==> src/rtl/dz_egg_ctrl_if.sv <==
// Button/display bundle of dz_egg_ctrl: raw buttons in, registered count and flags out.
interface dz_egg_ctrl_if;
    logic       btn_add;
    logic       btn_take;
    logic [2:0] num;
    logic       full;
    logic       empty;

    modport master (output btn_add, output btn_take, input num, input full, input empty);
    modport slave  (input btn_add, input btn_take, output num, output full, output empty);
endinterface

==> src/rtl/dz_egg_ctrl.sv <==
// Egg-count controller: debounced add/take buttons drive a saturating 0..MAX_EGGS count.
// Optional idle hatch timer is compiled in with `define EGG_AUTO_HATCH_EN.
module dz_egg_ctrl #(
    parameter int DEB_CYC   = 20,
    parameter int MAX_EGGS  = 4,
    parameter int HATCH_CYC = 3000
) (
    input  logic         clk,
    input  logic         rst,
    dz_egg_ctrl_if.slave bus
);
    if (DEB_CYC < 2 || DEB_CYC > 255 || MAX_EGGS < 1 || MAX_EGGS > 7 ||
        HATCH_CYC < 2 || HATCH_CYC > 65535) begin : g_param_check
        $error("dz_egg_ctrl: parameter out of range");
    end

    typedef enum logic [1:0] {IDLE, PRESS_CHK, HELD, REL_CHK} deb_state_t;

    localparam logic [7:0] DEB_LAST = 8'(DEB_CYC - 1);
    localparam logic [2:0] NUM_MAX  = 3'(MAX_EGGS);

    // Index 0 is the add button, index 1 the take button.
    logic [1:0] r_s1;
    logic [1:0] r_s2;
    deb_state_t r_st  [2];
    logic [7:0] r_cnt [2];
    logic [1:0] r_pulse;

    logic [2:0] r_num;
    logic       r_full;
    logic       r_empty;

    logic       w_add;
    logic       w_take;
    logic [2:0] w_num_next;

    always_ff @(posedge clk or posedge rst) begin
        if (rst) begin
            r_s1    <= '0;
            r_s2    <= '0;
            r_pulse <= '0;
            for (int i = 0; i < 2; i++) begin
                r_st[i]  <= IDLE;
                r_cnt[i] <= '0;
            end
        end else begin
            r_s1 <= {bus.btn_take, bus.btn_add};
            r_s2 <= r_s1;
            for (int i = 0; i < 2; i++) begin
                r_pulse[i] <= 1'b0;
                case (r_st[i])
                    IDLE: begin
                        if (r_s2[i]) begin
                            r_st[i]  <= PRESS_CHK;
                            r_cnt[i] <= '0;
                        end
                    end
                    PRESS_CHK: begin
                        if (!r_s2[i]) begin
                            r_st[i] <= IDLE;
                        end else if (r_cnt[i] == DEB_LAST) begin
                            r_st[i]    <= HELD;
                            r_pulse[i] <= 1'b1;
                        end else begin
                            r_cnt[i] <= r_cnt[i] + 8'd1;
                        end
                    end
                    HELD: begin
                        if (!r_s2[i]) begin
                            r_st[i]  <= REL_CHK;
                            r_cnt[i] <= '0;
                        end
                    end
                    REL_CHK: begin
                        if (r_s2[i]) begin
                            r_st[i] <= HELD;
                        end else if (r_cnt[i] == DEB_LAST) begin
                            r_st[i] <= IDLE;
                        end else begin
                            r_cnt[i] <= r_cnt[i] + 8'd1;
                        end
                    end
                    default: r_st[i] <= IDLE;
                endcase
            end
        end
    end

    assign w_add  = r_pulse[0];
    assign w_take = r_pulse[1];

`ifdef EGG_AUTO_HATCH_EN
    localparam logic [15:0] HATCH_LAST = 16'(HATCH_CYC - 1);

    logic [15:0] r_timer;
    logic        w_hatch;

    // A button pulse on the expiry cycle takes priority over hatching.
    assign w_hatch = (r_num != 3'd0) && !w_add && !w_take && (r_timer == HATCH_LAST);

    always_ff @(posedge clk or posedge rst) begin
        if (rst) begin
            r_timer <= '0;
        end else if (r_num == 3'd0 || w_add || w_take || w_hatch) begin
            r_timer <= '0;
        end else begin
            r_timer <= r_timer + 16'd1;
        end
    end
`endif

    always_comb begin
        w_num_next = r_num;
        if (w_add && !w_take && r_num != NUM_MAX) begin
            w_num_next = r_num + 3'd1;
        end else if (w_take && !w_add && r_num != 3'd0) begin
            w_num_next = r_num - 3'd1;
        end
`ifdef EGG_AUTO_HATCH_EN
        if (w_hatch) begin
            w_num_next = r_num - 3'd1;
        end
`endif
    end

    // Flags derive from the next count so they update on the same edge as num.
    always_ff @(posedge clk or posedge rst) begin
        if (rst) begin
            r_num   <= 3'd0;
            r_full  <= 1'b0;
            r_empty <= 1'b1;
        end else begin
            r_num   <= w_num_next;
            r_full  <= (w_num_next == NUM_MAX);
            r_empty <= (w_num_next == 3'd0);
        end
    end

    assign bus.num   = r_num;
    assign bus.full  = r_full;
    assign bus.empty = r_empty;
endmodule

==> src/flat_wrapper.sv <==
// flat-port wrapper written by rule: the top's interface ports become plain ports
module dz_egg_ctrl_flat 
#(
    parameter int DEB_CYC   = 20,
    parameter int MAX_EGGS  = 4,
    parameter int HATCH_CYC = 3000
)
  (clk, rst, bus_btn_add, bus_btn_take, bus_num, bus_full, bus_empty);
  dz_egg_ctrl_if bus_i ();
  input  logic clk;
  input  logic rst;
  input wire logic [$bits(bus_i.btn_add)-1:0] bus_btn_add;
  input wire logic [$bits(bus_i.btn_take)-1:0] bus_btn_take;
  output wire logic [$bits(bus_i.num)-1:0] bus_num;
  output wire logic [$bits(bus_i.full)-1:0] bus_full;
  output wire logic [$bits(bus_i.empty)-1:0] bus_empty;
  assign bus_i.btn_add = bus_btn_add;
  assign bus_i.btn_take = bus_btn_take;
  assign bus_num = bus_i.num;
  assign bus_full = bus_i.full;
  assign bus_empty = bus_i.empty;
  dz_egg_ctrl #(.DEB_CYC(DEB_CYC), .MAX_EGGS(MAX_EGGS), .HATCH_CYC(HATCH_CYC)) u_core (.clk(clk), .rst(rst), .bus(bus_i));
endmodule
==> config.mk <==
export PLATFORM = sky130hd
export DESIGN_NAME = dz_egg_ctrl_flat
export DESIGN_NICKNAME = d
export VERILOG_FILES = /design/src/rtl/dz_egg_ctrl_if.sv /design/src/rtl/dz_egg_ctrl.sv /design/src/flat_wrapper.sv
export SDC_FILE = /design/constraint.sdc
export NUM_CORES = 1
export LEC_CHECK = 0
export BUFFER_PORTS_ARGS = -buffer_cell sky130_fd_sc_hd__buf_2
export CAP_MARGIN = 20
export CORE_AREA = 3 3 67 69
export CTS_CLUSTER_SIZE = 12
export DETAILED_ROUTE_END_ITERATION = 10
export DIE_AREA = 0 0 70 72
export HOLD_SLACK_MARGIN = 0.15
export PLACE_DENSITY = 0.64
export SLEW_MARGIN = 20
export SYNTH_ARGS = -nofsm -noshare
export SYNTH_HDL_FRONTEND = slang
export SYNTH_SLANG_ARGS = --single-unit
==> constraint.sdc <==
create_clock -name clk -period 2.15 [get_ports clk]
set_input_delay 0.3225 -clock clk [delete_from_list [all_inputs] [get_ports clk]]
set_output_delay 0.3225 -clock clk [all_outputs]
set_load 0.005 [all_outputs]
==> metrics.yaml <==
run_status:
  outcome: "completed"
place:
  hpwl_mm: 2.04
  placedCellCount: 206
  place_congestion: 0.830
  io_buffer_count: 8
  placed_cell_area_um2: 1670
layout:
  stdcell_count: 217
  stdcell_area_um2: 1790
  final_net_count: 175
  drive_above_1_share: 0.174
  syn_to_final_growth_pct: 14.3
  antennaDiodeCount: 0
  final_common_cell: "dfrtp_1"
  utilization: 0.451
  layout_common_cells: "dfrtp_1, nand2_1, inv_1"
clock_network:
  tritoncts: "yes"
  clockRootBuffer: "clkbuf_8"
  clock_sinks: 31
  cts_max_path_buffers: 2
  clk_latency_ps: 270
  cts_max_level: 2
  cts.clk_slew.worst_paths_ps: 60
  cts-resized-gates: 0
  cts_made_buffers: 5
floorplan:
  start_util: 0.394
  die_x_um: 70
  die_h_um: 72
  die_area_um2: 5040
  ios: 9
  std_cell_rows: 23
  core_area_um2: 3970
sta:
  skew_ps: 1.61
  fin_crit_ps: 2050
  min_period_over_period: 0.952
  timing.fmax_mhz: 488
  tightest_slew_ps: 471
  setup_viol: 0
  rsz0062_at_grt: "false"
  hold_viol: 0
  fin_setup_tns_ps: 0
  drv_slew: 0
  max_slew_margin: 0.686
grt:
  grt_use_met2: 0.198
  met1_usage: 0.150
  grt_busiest_layer: "met2"
  grt_max_degree: 32
  grt_pass1_wl_mm: 4.86
  grt_use_total: 0.120
  overflow: 0
  antenna_found_initial: 0
  grt_pass1_vias: 1124
  grtUsageMet3: 0.0305
synth:
  synth-seq-cells: 31
  ys_seq_area_frac: 0.496
  synth-edff-count: 0
  ys.flop_type: "dfrtp_1"
  syn-num-nets: 158
  avgSynthCellArea_um2: 10.5
  netlist_instances: 149
  ys_async_sr_fraction: 1.00
  yosys_warnings: 0
  synth_area_um2: 1570
  ys_types: 49
job:
  maxCapViolCount: 0
setup_path:
  end_kind: "register"
  required_ps: 2300
  path_max_fanout: 12
  critPathArrivalTime_ps: 2200
  crit_type: "reg -> reg"
  reg2reg_slack_ps: 100
  startpoint_type: "register"
power_and_ir_drop:
  irDropWorstVdd_mv: 0.415
  p_per_area_nw_per_um2: 644
  p_leak_uw: 0.000823
  power_uw: 1150
drt:
  drt_iter0_drc: 29
  dr.pass1.iters: 4
  drt-total-wl_mm: 2.85
  drc: 0
  wl_per_cell_um: 13.1
  ant_nets: 0
  viasPerCell: 5.37
  vias: 1165
hold_path:
  hp-class: "reg -> reg"
-- layer usage --
| layer | wire (um) | share of wire |
|---|---|---|
| met5 | 0 | 0 |
| met4 | 42 | 0.015 |
| met3 | 107 | 0.038 |
| met2 | 1370 | 0.48 |
| met1 | 1330 | 0.47 |
-- critical path, cell delays in order (launching register included) --
cell	delay [ps]
dfrtp_1	420
or4_1	540
o311a_1	490
and3_1	230
a221o_1	250
-- stage by stage --
step	hold slack, ps	worst slack [ps]
2_1_floorplan	331	280
3_3_place_gp	335	150
3_5_place_dp	335	117
4_1_cts	349	106
5_1_grt	368	14.1
6_report	348	102
-- repair_timing --
action | CTS | global route
hold endpoints to repair | 32 | 0
hold buffers | 3 | 0
endpoints found under the setup margin | 0 | 0
setup buffers | 0 | 0
-- cells in the mapped netlist (all sizes together), types with 2 or more instances --
library cell / instances / area share
dfrtp: 30 / 0.48
nand2: 13 / 0.031
inv: 11 / 0.026
nand3: 7 / 0.022
nor2: 7 / 0.017
o21ai: 6 / 0.019
ha: 5 / 0.040
a21o: 4 / 0.019
a21oi: 4 / 0.013
a31oi: 4 / 0.016
mux2: 4 / 0.031
nand2b: 4 / 0.016
nor3b: 4 / 0.019
and3: 3 / 0.013
clkbuf: 3 / 0.0072
xnor2: 3 / 0.017
a221o: 2 / 0.013
a22o: 2 / 0.012
and4: 2 / 0.012
nand3b: 2 / 0.0096
nand4: 2 / 0.0080
nand4bb: 2 / 0.014
o311ai: 2 / 0.011
o31ai: 2 / 0.0096
or3b: 2 / 0.011
or4: 2 / 0.012
-- cell families (layout without fill, tap and decap cells) --
kind of cell | count (synthesis) | after routing | share of synthesized area
simple gates | 55 | 55 | 0.206
buf+inv | 15 | 33 | 0.0407
compound gates | 35 | 35 | 0.164
mux | 4 | 4 | 0.0311
flops | 31 | 31 | 0.496
fa+ha+maj | 5 | 5 | 0.0399
xor+xnor | 4 | 4 | 0.0224
-- registers in the layout, indices dropped and copies added (netlist names), named ones only --
name              count
u_core.r_pulse        2
u_core.bus.full       1
u_core.r_st           2
u_core.bus.num        3
u_core.r_s2           2
u_core.r_s1           2
u_core.r_cnt         16
u_core.bus.empty      1
-- power by group --
part           switching [uW]  leakage [uW]  internal, uW  total, uW
Sequential               21.2      0.000411           602        623
Clock                     194     0.0000482           258        451
Combinational            43.0      0.000363          35.7       78.7
Total                     258      0.000823           895       1150
-- layout make-up --
cell class | instances | area, um^2
fillers | 362 | 2180
flip-flops and latches | 31 | 777
multi-input cells | 103 | 726
repair buffers | 14 | 92.6
clock buffers | 7 | 86.3
well taps | 50 | 62.6
inverters | 11 | 41.3
clock inverters | 1 | 5.00
-- final timing paths --
check | from | end | cells past startpoint
setup / recovery | u_core.r_cnt[3]$_DFFE_PP0P_ | u_core.r_cnt[6]$_DFFE_PP0P_ | 4
hold / removal | u_core.r_s1[0]$_DFF_PP0_ | u_core.r_s2[0]$_DFF_PP0_ | 0
setup reg to reg | u_core.r_cnt[3]$_DFFE_PP0P_ | u_core.r_cnt[6]$_DFFE_PP0P_ | 4
hold reg to reg | u_core.r_s1[0]$_DFF_PP0_ | u_core.r_s2[0]$_DFF_PP0_ | 0
max in group asynchronous | rst | u_core.bus.empty$_DFF_PP1_ | 4
min in group asynchronous | rst | u_core.r_s1[0]$_DFF_PP0_ | 4
Note: power is estimated with default switching activity, not from simulation.
